`src/rtl/regbridge_if.sv`:
```
// ARM-side register bus and the shared downstream slave bus of regbridge.
// "master" is the ARM adapter plus slaves view; "slave" is the bridge's own view.
interface regbridge_if #(
    parameter int NSLV = 2
);
    logic [31:0]        armaddr;
    logic [31:0]        armwdata;
    logic [3:0]         armwstrb;
    logic               armwr;
    logic               armreq;
    logic               armack;
    logic               armerr;
    logic [31:0]        armrdata;
    logic [19:0]        slvaddr;
    logic [31:0]        slvwdata;
    logic [3:0]         slvwstrb;
    logic               slvwr;
    logic [NSLV-1:0]    slvreq;
    logic [NSLV-1:0]    slvack;
    logic [NSLV-1:0]    slverr;
    logic [32*NSLV-1:0] slvrdata;

    modport master (
        output armaddr, armwdata, armwstrb, armwr, armreq,
        input  armack, armerr, armrdata,
        input  slvaddr, slvwdata, slvwstrb, slvwr, slvreq,
        output slvack, slverr, slvrdata
    );

    modport slave (
        input  armaddr, armwdata, armwstrb, armwr, armreq,
        output armack, armerr, armrdata,
        output slvaddr, slvwdata, slvwstrb, slvwr, slvreq,
        input  slvack, slverr, slvrdata
    );
endinterface

```
`src/rtl/regbridge.sv`:
```
// ARM register bridge: local control/status/attribute registers plus NSLV forwarded slave regions.
// Optional hung-slave timeout and status counter enabled by defining REGBRIDGE_TIMEOUT_EN.
module regbridge #(
    parameter int NSLV    = 2,
    parameter int ATTRW   = 209,
    parameter int TIMEOUT = 1023
) (
    input  logic             clk,
    input  logic             reset,
    regbridge_if.slave       bus,
    output logic [ATTRW-1:0] attr,
    output logic             corereset,
    output logic [2:0]       phymode,
    output logic [2:0]       prbssel
);
    localparam int          NW         = (ATTRW + 31) / 32;
    localparam int          PADW       = NW * 32;
    localparam logic [3:0]  LASTREGION = 4'(NSLV);
    localparam logic [19:0] ATTRBASE   = 20'h40;
    localparam logic [19:0] ATTREND    = 20'(64 + 4 * NW);

    typedef enum logic {IDLE, BUSY} state_t;

    state_t           state_q, state_d;
    logic             armreq_q, armreqPrev_q;
    logic             armack_q, armack_d;
    logic             armerr_q, armerr_d;
    logic [31:0]      armrdata_q, armrdata_d;
    logic [19:0]      slvaddr_q, slvaddr_d;
    logic [31:0]      slvwdata_q, slvwdata_d;
    logic [3:0]       slvwstrb_q, slvwstrb_d;
    logic             slvwr_q, slvwr_d;
    logic [NSLV-1:0]  slvreq_q, slvreq_d;
    logic [3:0]       slvsel_q, slvsel_d;
    logic             ackSeen_q, ackSeen_d;
    logic             errSeen_q, errSeen_d;
    logic [31:0]      rdSeen_q, rdSeen_d;
    logic [ATTRW-1:0] attr_q, attr_d;
    logic             corereset_q, corereset_d;
    logic [2:0]       phymode_q, phymode_d;
    logic [2:0]       prbssel_q, prbssel_d;
    logic [3:0]       region;
    logic [19:0]      offset;
    logic [19:0]      attrOff;
    logic             reqRise;
    logic [PADW-1:0]  attrPad;
`ifdef REGBRIDGE_TIMEOUT_EN
    logic [15:0]      toCount_q, toCount_d;
    logic [31:0]      timer_q, timer_d;
`endif

    assign region  = bus.armaddr[23:20];
    assign offset  = bus.armaddr[19:0] & ~20'h3;
    assign attrOff = offset - ATTRBASE;
    assign reqRise = armreq_q & ~armreqPrev_q;

    always_ff @(posedge clk or posedge reset) begin
        if (reset) begin
            state_q      <= IDLE;
            armreq_q     <= 1'b0;
            armreqPrev_q <= 1'b0;
            armack_q     <= 1'b0;
            armerr_q     <= 1'b0;
            armrdata_q   <= '0;
            slvaddr_q    <= '0;
            slvwdata_q   <= '0;
            slvwstrb_q   <= '0;
            slvwr_q      <= 1'b0;
            slvreq_q     <= '0;
            slvsel_q     <= '0;
            ackSeen_q    <= 1'b0;
            errSeen_q    <= 1'b0;
            rdSeen_q     <= '0;
            attr_q       <= '0;
            corereset_q  <= 1'b1;
            phymode_q    <= '0;
            prbssel_q    <= '0;
`ifdef REGBRIDGE_TIMEOUT_EN
            toCount_q    <= '0;
            timer_q      <= '0;
`endif
        end else begin
            state_q      <= state_d;
            armreq_q     <= bus.armreq;
            armreqPrev_q <= armreq_q;
            armack_q     <= armack_d;
            armerr_q     <= armerr_d;
            armrdata_q   <= armrdata_d;
            slvaddr_q    <= slvaddr_d;
            slvwdata_q   <= slvwdata_d;
            slvwstrb_q   <= slvwstrb_d;
            slvwr_q      <= slvwr_d;
            slvreq_q     <= slvreq_d;
            slvsel_q     <= slvsel_d;
            ackSeen_q    <= ackSeen_d;
            errSeen_q    <= errSeen_d;
            rdSeen_q     <= rdSeen_d;
            attr_q       <= attr_d;
            corereset_q  <= corereset_d;
            phymode_q    <= phymode_d;
            prbssel_q    <= prbssel_d;
`ifdef REGBRIDGE_TIMEOUT_EN
            toCount_q    <= toCount_d;
            timer_q      <= timer_d;
`endif
        end
    end

    always_comb begin
        state_d     = state_q;
        armack_d    = 1'b0;
        armerr_d    = armerr_q;
        armrdata_d  = armrdata_q;
        slvaddr_d   = slvaddr_q;
        slvwdata_d  = slvwdata_q;
        slvwstrb_d  = slvwstrb_q;
        slvwr_d     = slvwr_q;
        slvreq_d    = slvreq_q;
        slvsel_d    = slvsel_q;
        corereset_d = corereset_q;
        phymode_d   = phymode_q;
        prbssel_d   = prbssel_q;
        ackSeen_d   = 1'b0;
        errSeen_d   = 1'b0;
        rdSeen_d    = '0;
        attrPad     = '0;
        attrPad[ATTRW-1:0] = attr_q;
`ifdef REGBRIDGE_TIMEOUT_EN
        toCount_d   = toCount_q;
        timer_d     = timer_q;
`endif

        // Slave response is registered once so only the selected, requested port can complete.
        for (int k = 0; k < NSLV; k++) begin
            if (slvsel_q == 4'(k)) begin
                ackSeen_d = bus.slvack[k] & slvreq_q[k] & (state_q == BUSY);
                errSeen_d = bus.slverr[k];
                rdSeen_d  = bus.slvrdata[32*k +: 32];
            end
        end

        case (state_q)
            IDLE: begin
                if (reqRise) begin
                    if (region == 4'd0) begin
                        armack_d = 1'b1;
                        armerr_d = 1'b0;
                        if (offset == 20'h0) begin
                            if (bus.armwr) begin
                                if (bus.armwstrb[3]) corereset_d = ~bus.armwdata[31];
                                if (bus.armwstrb[0]) begin
                                    prbssel_d = bus.armwdata[5:3];
                                    phymode_d = bus.armwdata[2:0];
                                end
                            end else begin
                                armrdata_d = {~corereset_q, 25'd0, prbssel_q, phymode_q};
                            end
                        end else if (offset == 20'h4) begin
`ifdef REGBRIDGE_TIMEOUT_EN
                            if (bus.armwr) toCount_d = '0;
                            else armrdata_d = {16'd0, toCount_q};
`else
                            if (!bus.armwr) armrdata_d = '0;
`endif
                        end else if (offset >= ATTRBASE && offset < ATTREND) begin
                            for (int w = 0; w < NW; w++) begin
                                if (attrOff[19:2] == 18'(w)) begin
                                    if (bus.armwr) begin
                                        for (int b = 0; b < 4; b++)
                                            if (bus.armwstrb[b])
                                                attrPad[32*w+8*b +: 8] = bus.armwdata[8*b +: 8];
                                    end else begin
                                        armrdata_d = attrPad[32*w +: 32];
                                    end
                                end
                            end
                        end else begin
                            armerr_d = 1'b1;
                        end
                    end else if (region <= LASTREGION) begin
                        state_d    = BUSY;
                        slvaddr_d  = bus.armaddr[19:0];
                        slvwdata_d = bus.armwdata;
                        slvwstrb_d = bus.armwr ? bus.armwstrb : 4'h0;
                        slvwr_d    = bus.armwr;
                        slvsel_d   = region - 4'd1;
                        for (int k = 0; k < NSLV; k++)
                            slvreq_d[k] = (region == 4'(k + 1));
`ifdef REGBRIDGE_TIMEOUT_EN
                        timer_d    = '0;
`endif
                    end else begin
                        armack_d = 1'b1;
                        armerr_d = 1'b1;
                    end
                end
            end
            BUSY: begin
                if (ackSeen_q) begin
                    state_d    = IDLE;
                    slvreq_d   = '0;
                    armack_d   = 1'b1;
                    armerr_d   = errSeen_q;
                    armrdata_d = rdSeen_q;
`ifdef REGBRIDGE_TIMEOUT_EN
                end else if (timer_q == 32'(TIMEOUT - 1)) begin
                    state_d  = IDLE;
                    slvreq_d = '0;
                    armack_d = 1'b1;
                    armerr_d = 1'b1;
                    if (toCount_q != 16'hFFFF) toCount_d = toCount_q + 16'd1;
                end else begin
                    timer_d = timer_q + 32'd1;
`endif
                end
            end
            default: state_d = IDLE;
        endcase

        attr_d = attrPad[ATTRW-1:0];
    end

    assign bus.armack   = armack_q;
    assign bus.armerr   = armerr_q;
    assign bus.armrdata = armrdata_q;
    assign bus.slvaddr  = slvaddr_q;
    assign bus.slvwdata = slvwdata_q;
    assign bus.slvwstrb = slvwstrb_q;
    assign bus.slvwr    = slvwr_q;
    assign bus.slvreq   = slvreq_q;
    assign attr         = attr_q;
    assign corereset    = corereset_q;
    assign phymode      = phymode_q;
    assign prbssel      = prbssel_q;
endmodule

```
`src/flat_wrapper.sv`:
```
// flat-port wrapper written by rule: the top's interface ports become plain ports
module regbridge_flat 
#(
    parameter int NSLV    = 2,
    parameter int ATTRW   = 209,
    parameter int TIMEOUT = 1023
)
  (clk, reset, attr, corereset, phymode, prbssel, bus_armaddr, bus_armwdata, bus_armwstrb, bus_armwr, bus_armreq, bus_armack, bus_armerr, bus_armrdata, bus_slvaddr, bus_slvwdata, bus_slvwstrb, bus_slvwr, bus_slvreq, bus_slvack, bus_slverr, bus_slvrdata);
  regbridge_if #(.NSLV(NSLV)) bus_i ();
  input  logic clk;
  input  logic reset;
  output logic [ATTRW-1:0] attr;
  output logic corereset;
  output logic [2:0] phymode;
  output logic [2:0] prbssel;
  input wire logic [$bits(bus_i.armaddr)-1:0] bus_armaddr;
  input wire logic [$bits(bus_i.armwdata)-1:0] bus_armwdata;
  input wire logic [$bits(bus_i.armwstrb)-1:0] bus_armwstrb;
  input wire logic [$bits(bus_i.armwr)-1:0] bus_armwr;
  input wire logic [$bits(bus_i.armreq)-1:0] bus_armreq;
  output wire logic [$bits(bus_i.armack)-1:0] bus_armack;
  output wire logic [$bits(bus_i.armerr)-1:0] bus_armerr;
  output wire logic [$bits(bus_i.armrdata)-1:0] bus_armrdata;
  output wire logic [$bits(bus_i.slvaddr)-1:0] bus_slvaddr;
  output wire logic [$bits(bus_i.slvwdata)-1:0] bus_slvwdata;
  output wire logic [$bits(bus_i.slvwstrb)-1:0] bus_slvwstrb;
  output wire logic [$bits(bus_i.slvwr)-1:0] bus_slvwr;
  output wire logic [$bits(bus_i.slvreq)-1:0] bus_slvreq;
  input wire logic [$bits(bus_i.slvack)-1:0] bus_slvack;
  input wire logic [$bits(bus_i.slverr)-1:0] bus_slverr;
  input wire logic [$bits(bus_i.slvrdata)-1:0] bus_slvrdata;
  assign bus_i.armaddr = bus_armaddr;
  assign bus_i.armwdata = bus_armwdata;
  assign bus_i.armwstrb = bus_armwstrb;
  assign bus_i.armwr = bus_armwr;
  assign bus_i.armreq = bus_armreq;
  assign bus_armack = bus_i.armack;
  assign bus_armerr = bus_i.armerr;
  assign bus_armrdata = bus_i.armrdata;
  assign bus_slvaddr = bus_i.slvaddr;
  assign bus_slvwdata = bus_i.slvwdata;
  assign bus_slvwstrb = bus_i.slvwstrb;
  assign bus_slvwr = bus_i.slvwr;
  assign bus_slvreq = bus_i.slvreq;
  assign bus_i.slvack = bus_slvack;
  assign bus_i.slverr = bus_slverr;
  assign bus_i.slvrdata = bus_slvrdata;
  regbridge #(.NSLV(NSLV), .ATTRW(ATTRW), .TIMEOUT(TIMEOUT)) u_core (.clk(clk), .reset(reset), .bus(bus_i), .attr(attr), .corereset(corereset), .phymode(phymode), .prbssel(prbssel));
endmodule
```
`config.mk`:
```
export PLATFORM = sky130hd
export DESIGN_NAME = regbridge_flat
export DESIGN_NICKNAME = d
export VERILOG_FILES = /design/src/rtl/regbridge_if.sv /design/src/rtl/regbridge.sv /design/src/flat_wrapper.sv
export SDC_FILE = /design/constraint.sdc
export NUM_CORES = 1
export LEC_CHECK = 0
export ABC_CLOCK_PERIOD_IN_PS = 38300
export BUFFER_PORTS_ARGS = -buffer_cell sky130_fd_sc_hd__buf_2
export CORE_MARGIN = 2
export CORE_UTILIZATION = 33
export CTS_CLUSTER_DIAMETER = 30
export DETAILED_ROUTE_END_ITERATION = 10
export PLACE_DENSITY = 0.52
export SETUP_SLACK_MARGIN = 0.15
export SLEW_MARGIN = 15
export SYNTH_ARGS = -nofsm -noshare
export SYNTH_HDL_FRONTEND = slang
export SYNTH_SLANG_ARGS = --single-unit
```
`constraint.sdc`:
```
create_clock -name clk -period 38.3 [get_ports clk]
set_clock_uncertainty 0.05 [all_clocks]
set_input_delay 11.49 -clock clk [delete_from_list [all_inputs] [get_ports clk]]
set_output_delay 11.49 -clock clk [all_outputs]
set_load 0.02 [all_outputs]
```
==> metrics.md <==
| Metric | Value |
|---|---|
| Status | `completed` |
| FF-to-FF path depth | `7` |
| Io pins | `between 400 and 500` |
| Via Count | `between 10k and 15k` |
| Nets | `2030` |
| Max-cap viol count | `0` |
| Cts hold-fix bufs | `0` |
| Clk sinks | `350` |
| Critical R2R Capture | `u_core.attr[59]$_DFFE_PP0P_` |
| R2R setup slack | `34690 ps` |
| Synth top area cells | `dfrtp_1 54%, mux2_2 15%, nand2_1 5.4%` |
| Vias in the first global route | `14.1k` |
| CTS Buf Count | `88` |
| Via-to-Cell Ratio | `5.34` |
| Req. time, crit path | `38750 ps` |
| H-tree level count | `3` |
| DR iter-0 viols | `954` |
| Clock transition at path regs | `40 ps` |
| Drt drc | `0` |
| Synth-to-Final Area Change | `36.6%` |
| Critical R2R Launch | `u_core.state_q$_DFF_PP0_` |
| Clk Latency, worst-skew pair | `about 600 ps` |
| Maximum buffer depth of the clock tree | `3` |
| Die area | `50800 sq um` |
| Syn Inst Count | `1425` |
| Peak supply drop | `0.0634 mV` |
| Biggest area consumer among synthesized cells | `dfrtp_1` |
| Worst Setup End Kind | `register` |
| First-pass GRT wire length | `between 90000 and 100000 um` |
| DRT Wirelength | `65000 um` |
| #FFs+latches synth | `350` |
| Final-report hold violation count | `0` |
| Final setup fails | `0` |
| Root Driver | `clkbuf_16` |
| Initial antenna violation count | `4` |
| Port buffer count | `440` |
| Aggregate global routing overflow | `0` |
| WL/cell | `25.2 um` |
| Slew margin rel. | `20.0%` |
| Power per cell area | `52.9 nW/um^2` |
| Post-synth EDFFs | `0` |
| Hold Path Stages | `0` |
| Post-DRT Antenna Nets | `0` |
| Slew @ Worst Pin | `about 1200 ps` |
| Hold Crit Start | `u_core.armreq_q$_DFF_PP0_` |
| Initial Utilization | `33.2%` |
| Min Tclk post-route | `14450 ps` |
| Finished Cell Area | `22100 sq um` |
| Final Non-Filler Cells | `2580` |
| CTS tree | `yes` |
| Critical Path AT | `14900 ps` |
| Synth unique cells | `61` |
| Post-CTS Setup Bufs | `0` |
| LEAKAGE | `11.6 nW` |
| Detailed Routing Iterations Pass 1 | `5` |
| Post-Syn Nets | `1568` |
| Hold path endpoint | `u_core.armreqPrev_q$_DFF_PP0_` |
| Top cell type's share of synthesized area | `54.0%` |
| Post-CTS Resized | `0` |
| Site Rows | `81` |
| RSZ-0062 raised after global routing | `no` |
| Dpl hpwl | `44600 um` |
| Maximum clock rate | `69.2 MHz` |
| Crit-path max FO | `59` |
| Final Wtd Congestion | `0.818` |
| Total global-route track usage | `25.4%` |
| Async S/R FF share, synth | `100%` |
| Largest net degree at the start of global routing | `95` |
| Placed cell count | `between 2k and 2.5k` |
| Core area | `48600 sq um` |
| Avg Inst Size Synth | `between 10 and 15 sq um` |
| Final period utilization | `37.7%` |
| Share of cells above drive strength 1 | `44.2%` |
| TNS Setup | `0 ps` |
| Worst Setup Start Kind | `input pin` |
| Min-delay worst type | `reg2reg` |
| Placed Area | `between 15000 and 20000 sq um` |
| Die W | `225 um` |
| Die H | `225 um` |
| Register area share after synthesis | `54.2%` |
| Post-Syn Area | `16200 sq um` |
| Max-slew violation count | `0` |
| Fillers | `4638` |
| YS warnings | `0` |
| Worst Setup Path Type | `in2reg` |
| Post-synth top flop | `dfrtp_1` |
## cells by family (layout without fill, tap and decap cells)
group                      count (synthesis)  in the layout  synth area share, %
adders and majority gates                  3              3                0.232
xor gates and xnor gates                   2              2                0.108
other                                      0              3                    0
and+or+nand+nor                          400            400                 11.3
AOI/OAI and AO/OA                        288            288                 12.7
muxes                                    275            275                 18.8
buffers and inverters                    107            637                 2.65
DFF                                      350            350                 54.2
## metrics by stage
stage / total power, W / util [%] / hold WS, ps / setup slack, ps
after CTS: 0.00118 / 45.4 / 351 / 23900
after detailed placement: 0.000420 / 39.1 / 342 / 23260
after floorplan: 0.000399 / - / 316 / 17050
after global routing: 0.00120 / 45.4 / 370 / 23660
final: 0.00117 / 45.4 / 350 / 23850
after global placement: 0.000420 / 39.1 / 331 / 23180
## worst max-delay path by stage
stage              startpoint                                  end  slack, ps  cells after the start
3_5_place_dp   bus_armaddr[5]  u_core.bus.armrdata[12]$_DFFE_PP0P_      23260                      8
6_report       bus_armaddr[5]  u_core.bus.armrdata[12]$_DFFE_PP0P_      23850                      8
2_1_floorplan           reset           u_core.ackSeen_q$_DFF_PP0_      17050                      1
3_3_place_gp   bus_armaddr[5]          u_core.attr[19]$_DFFE_PP0P_      23180                      6
4_1_cts        bus_armaddr[5]  u_core.bus.armrdata[12]$_DFFE_PP0P_      23900                      8
5_1_grt        bus_armaddr[5]  u_core.bus.armrdata[10]$_DFFE_PP0P_      23660                      8
## where the power goes
group	total (W)	internal [W]	switching (W)
clock network	0.000755	0.000533	0.000222
registers	0.000374	0.000373	0.000000819
logic	0.0000405	0.0000120	0.0000285
total	0.00117	0.000918	0.000251
## sequential cells by signal, summed over array words and instances (netlist names), 2 cells and up
register / count
u_core.rdSeen_q: 32
u_core.phymode: 3
u_core.prbssel: 3
u_core.bus.armrdata: 32
u_core.bus.slvreq: 2
u_core.bus.slvaddr: 20
u_core.slvsel_q: 4
u_core.bus.slvwstrb: 4
u_core.attr: 209
u_core.bus.slvwdata: 32
## layer usage
metal / track usage, % / routed length (um) / vias to the layer above
met4: 8.63 / 1920 / 0
met5: 0 / 0 / -
met2: 41.4 / 30900 / 511
li1: - / - / 6171
met1: 31.6 / 27100 / 6984
met3: 8.28 / 5090 / 115
## cell usage in the layout, fill, tap and decap left out, types with 6 or more instances in the layout
cell         n
buf_2      439
o31ai_1      7
nand4_1      7
mux2_2     220
clkbuf_16   92
a2bb2oi_1    6
clkbuf_8    18
nor2_1      48
o22ai_1     14
a22oi_1     12
o21a_1       8
a21oi_1     35
buf_4       25
or4_1       16
nand2b_1    10
nand2_1    231
clkinv_2    18
clkbuf_1    12
o211ai_1     6
a221oi_1    19
and3_1       6
nor3_1      10
o21ai_0     63
a31oi_1     10
a32oi_1     19
inv_1       14
mux2i_1     52
a211oi_1    21
dfrtp_1    348
a22o_1      36
o211ai_2     9
bufinv_16   10
nand3_1     26
## critical path, stage by stage
cell,delay [ps]
buf_2,100
buf_4,290
or2_2,650
nor3_1,480
nand3_1,200
nand3_4,690
nand3_1,550
o31ai_1,400
## area by class of cell
cell class / instances / area, sq um / share of cell area (%)
Clock inverter: 36 / 462 / 2.09
Timing Repair Buffer: 464 / 2380 / 10.8
Inverter: 15 / 63.8 / 0.289
Clock buffer: 122 / 2590 / 11.7
Antenna cell: 3 / 7.51 / 0.0340
Sequential cell: 350 / 8760 / 39.7
Multi-Input combinational cell: 968 / 7040 / 31.9
Tap cell: 622 / 778 / 3.52
## cells in the mapped netlist, drive strengths merged (19+ instances only)
cell type and number:
nand3 27, a211oi 21, dfrtp 349, nand2 236, mux2i 52, a21oi 35
clkbuf 71, a32oi 19, a22o 36, o21ai 63, buf 21, nor2 49
mux2 222, a221oi 19
Power figures use the tool's default switching activity.
